===== src/rtl/rda_kgp_encode_stage.sv =====
// rda_kgp_encode_stage: kill/propagate/generate encoder feeding a 2-entry registered FIFO.
// Define KGP_STATS_EN to add the 16-bit output-transfer counter on kgp_stats.
module rda_kgp_encode_stage #(
    parameter int N = 8
) (
    input  logic             clk,
    input  logic             rst_n,
    input  logic             in_valid,
    output logic             in_ready,
    input  logic [N-1:0]     a_in,
    input  logic [N-1:0]     b_in,
    input  logic             cin,
    output logic             out_valid,
    input  logic             out_ready,
    output logic [2*N+1:0]   kgp_out
`ifdef KGP_STATS_EN
    ,
    output logic [15:0]      kgp_stats
`endif
);
    localparam int W = 2 * (N + 1);
    logic [W-1:0] mem [2];
    logic [W-1:0] code;
    logic [1:0]   cnt;
    logic         wr_ptr, rd_ptr, live, push, pop;
    // code bit1 = generate, bit0 = propagate-or-generate, so 2'b10 cannot occur
    always_comb begin
        code = '0;
        code[1:0] = {cin, cin};
        for (int j = 1; j <= N; j++)
            code[2*j +: 2] = {a_in[j-1] & b_in[j-1], a_in[j-1] | b_in[j-1]};
    end
    // live holds in_ready low through reset until the first clock edge after release
    assign in_ready  = live && cnt != 2'd2;
    assign out_valid = cnt != 2'd0;
    assign kgp_out   = out_valid ? mem[rd_ptr] : '0;
    assign push      = in_valid && in_ready;
    assign pop       = out_valid && out_ready;
    always_ff @(posedge clk or negedge rst_n) begin
        if (!rst_n) begin
            live   <= 1'b0;
            cnt    <= 2'd0;
            wr_ptr <= 1'b0;
            rd_ptr <= 1'b0;
        end else begin
            live   <= 1'b1;
            cnt    <= cnt + {1'b0, push} - {1'b0, pop};
            wr_ptr <= push ? ~wr_ptr : wr_ptr;
            rd_ptr <= pop ? ~rd_ptr : rd_ptr;
        end
    end
    always_ff @(posedge clk) begin
        if (push)
            mem[wr_ptr] <= code;
    end
`ifdef KGP_STATS_EN
    always_ff @(posedge clk or negedge rst_n) begin
        if (!rst_n)
            kgp_stats <= '0;
        else if (pop)
            kgp_stats <= kgp_stats + 16'd1;
    end
`endif
endmodule


===== config.mk =====
export PLATFORM = sky130hd
export DESIGN_NAME = rda_kgp_encode_stage
export DESIGN_NICKNAME = d
export VERILOG_FILES = /design/src/rtl/rda_kgp_encode_stage.sv
export SDC_FILE = /design/constraint.sdc
export NUM_CORES = 1
export LEC_CHECK = 0
export ABC_AREA = 1
export CORE_MARGIN = 1
export CORE_UTILIZATION = 46
export CTS_BUF_LIST = sky130_fd_sc_hd__clkbuf_8
export DETAILED_ROUTE_END_ITERATION = 7
export PLACE_DENSITY_LB_ADDON = 0.05
export SETUP_SLACK_MARGIN = 0.1
export SYNTH_ARGS = -nofsm -noshare
export SYNTH_HDL_FRONTEND = slang
export SYNTH_SLANG_ARGS = --single-unit
export TNS_END_PERCENT = 1

===== constraint.sdc =====
create_clock -name clk -period 1.95 [get_ports clk]
set_clock_uncertainty 0.1 [all_clocks]
set_input_delay 0.195 -clock clk [delete_from_list [all_inputs] [get_ports clk]]
set_output_delay 0.195 -clock clk [all_outputs]
set_load 0.1 [all_outputs]

==> out/metrics.yaml <==
final_common_cell: "nand2_1"
ioPinCount: 41
critPathKind: "flop to output port"
drive_gt1_share_pct: 28.1
rsz0062_at_grt: "yes"
start_util_pct: 49.3
place_ws_ps: 244
timing.setup.tns_ps: 0
fp-row-count: 21
syn_area_um2: 1680
cts_root_buffer: "clkbuf_8"
holdWs_ps: 31.1
postCtsSetupRepairBufs: 0
fp.dieH_um: 62.5
cts_inserted_buffers: 5
grtUsageMet2_pct: 29.9
startpoint_type: "flop"
final.min_clock_period_ps: 1780
fmax_mhz: 561
grt_pass1_vias: 1153
ys_seq_area_share_pct: 68.1
grt_use_met3_pct: 6.93
post_cts_resized: 1
gr-total-overflow: 0
first_pass_iters: 4
core_area_um2: 3420
hold_viol_final: 0
antenna_left: 0
n_fill_cell: 247
io_buffers: 40
worstRegToRegCells: 9
final_cell_mix: "nand2_1 (52), edfxtp_1 (34), clkdlybuf4s50_1 (20), buf_12 (20), inv_1 (18)"
vias_per_cell: 4.67
dp_hpwl_um: 2020
vias: 1145
multi_input_area_um2: 462
ys_types: 18
place.gp.congestion: 0.675
fin_ws_ps: 168
n_antenna_cell: 0
slew_violations: 0
syn_to_final_growth_pct: 46.7
dieWidth_um: 62.5
use_met1_pct: 21.1
cts.hold.buffers_added: 0
drv_cap: 0
synth_cells: 151
track_usage_pct: 18.2
drc_errors: 0
drt_iter0_markers: 34
worstPathMaxFanout: 8
seqCellArea_um2: 1150
crit_arrival_ps: 1490
avgSynthCellArea_um2: 11.1
grt_pass1_wl_um: 5220
synthesis.nets: 174
period_share_pct: 91.4
yosys_warnings: 0
top_usage_layer: "met2"
htreeDepth: 2
endpoint_kind: "output port"
required_ps: 1650
min_path_type: "primary input to async pin"
outcome: "finished, final reports clean"
totalWireLength_um: 2990
clk_transition_reported_paths_ps: 70
routedWlPerCell_um: 12.2
insertion_delay_ps: 290
cts_max_path_buffers: 2
cts_tree: "yes"
clkSinkCount: 39
final-setup-viol-count: 0
nets: 221
antenna_found_initial: 0
final_util_pct: 72.3
ys_seq_elements: 39
grt_start_max_net_pins: 19
dieArea_um2: 3900
metal layers:
metal	up-vias	share of wire, %	routed length, um
met1	524	43	1270
met5	-	0	0
met2	34	51	1530
met4	0	1.2	35
met3	4	5.3	158
li1	583	-	-
Yosys cell counts:
cell,instances,area [um2]
buf_4,1,7.51
nand2_1,52,195
ha_1,2,25.0
dfrtp_1,5,125
or2_2,8,50.1
o21ai_1,1,5.00
edfxtp_1,34,1020
nor2_1,2,7.51
clkinv_4,1,8.76
a21oi_1,17,85.1
nor2_4,1,11.3
conb_1,1,3.75
nand3_1,2,10.0
inv_1,17,63.8
buf_2,1,5.00
buf_6,4,45.0
a21boi_0,1,7.51
nand4_1,1,6.26
cells by family (layout without fill, tap and decap cells):
family | Yosys count | after routing | share of synthesized area (%)
and+or+nand+nor | 66 | 66 | 16.7
buffers and inverters | 24 | 72 | 7.73
DFF | 39 | 39 | 68.1
other | 1 | 1 | 0.223
AOI/OAI and AO/OA | 19 | 19 | 5.80
adders and majority gates | 2 | 2 | 1.49
metrics by stage:
stage	instance area, um2	instances
finish	2470	245
global route	2470	245
CTS	2460	245
detailed placement	2370	237
global placement	2370	237
floorplan	1720	151
sequential cells by signal, indices dropped and copies added, names as in the netlist:
register,flops
cnt,2
live,1
mem,34
rd_ptr,1
wr_ptr,1
area by class of cell:
cell class | count | share of cell area, %
Sequential cell | 39 | 46.5
Timing Repair Buffer | 46 | 26.3
Multi-Input combinational cell | 88 | 18.7
Inverter | 18 | 2.94
Clock buffer | 5 | 2.79
Tap cell | 46 | 2.33
Clock inverter | 3 | 0.456
worst paths after layout:
kind,startpoint,endpoint,slack (ps)
setup / recovery,rd_ptr$_DFFE_PN0P_,kgp_out[1],170
hold / removal,rst_n,cnt[0]$_DFF_PN0_,30
setup reg to reg,cnt[0]$_DFF_PN0_,cnt[1]$_DFF_PN0_,380
hold reg to reg,wr_ptr$_DFFE_PN0P_,wr_ptr$_DFFE_PN0P_,380
max in group asynchronous,rst_n,rd_ptr$_DFFE_PN0P_,1500
min in group clk,wr_ptr$_DFFE_PN0P_,wr_ptr$_DFFE_PN0P_,380
critical path, stage by stage, from the launching register on:
cell,delay (ps)
dfrtp_2,470
buf_4,180
nand2_1,70
a21oi_2,260
buf_12,220
Power is left out: the tool's default activity adds up to more than one toggle a clock period on the data nets, which glitch-free logic cannot reach.
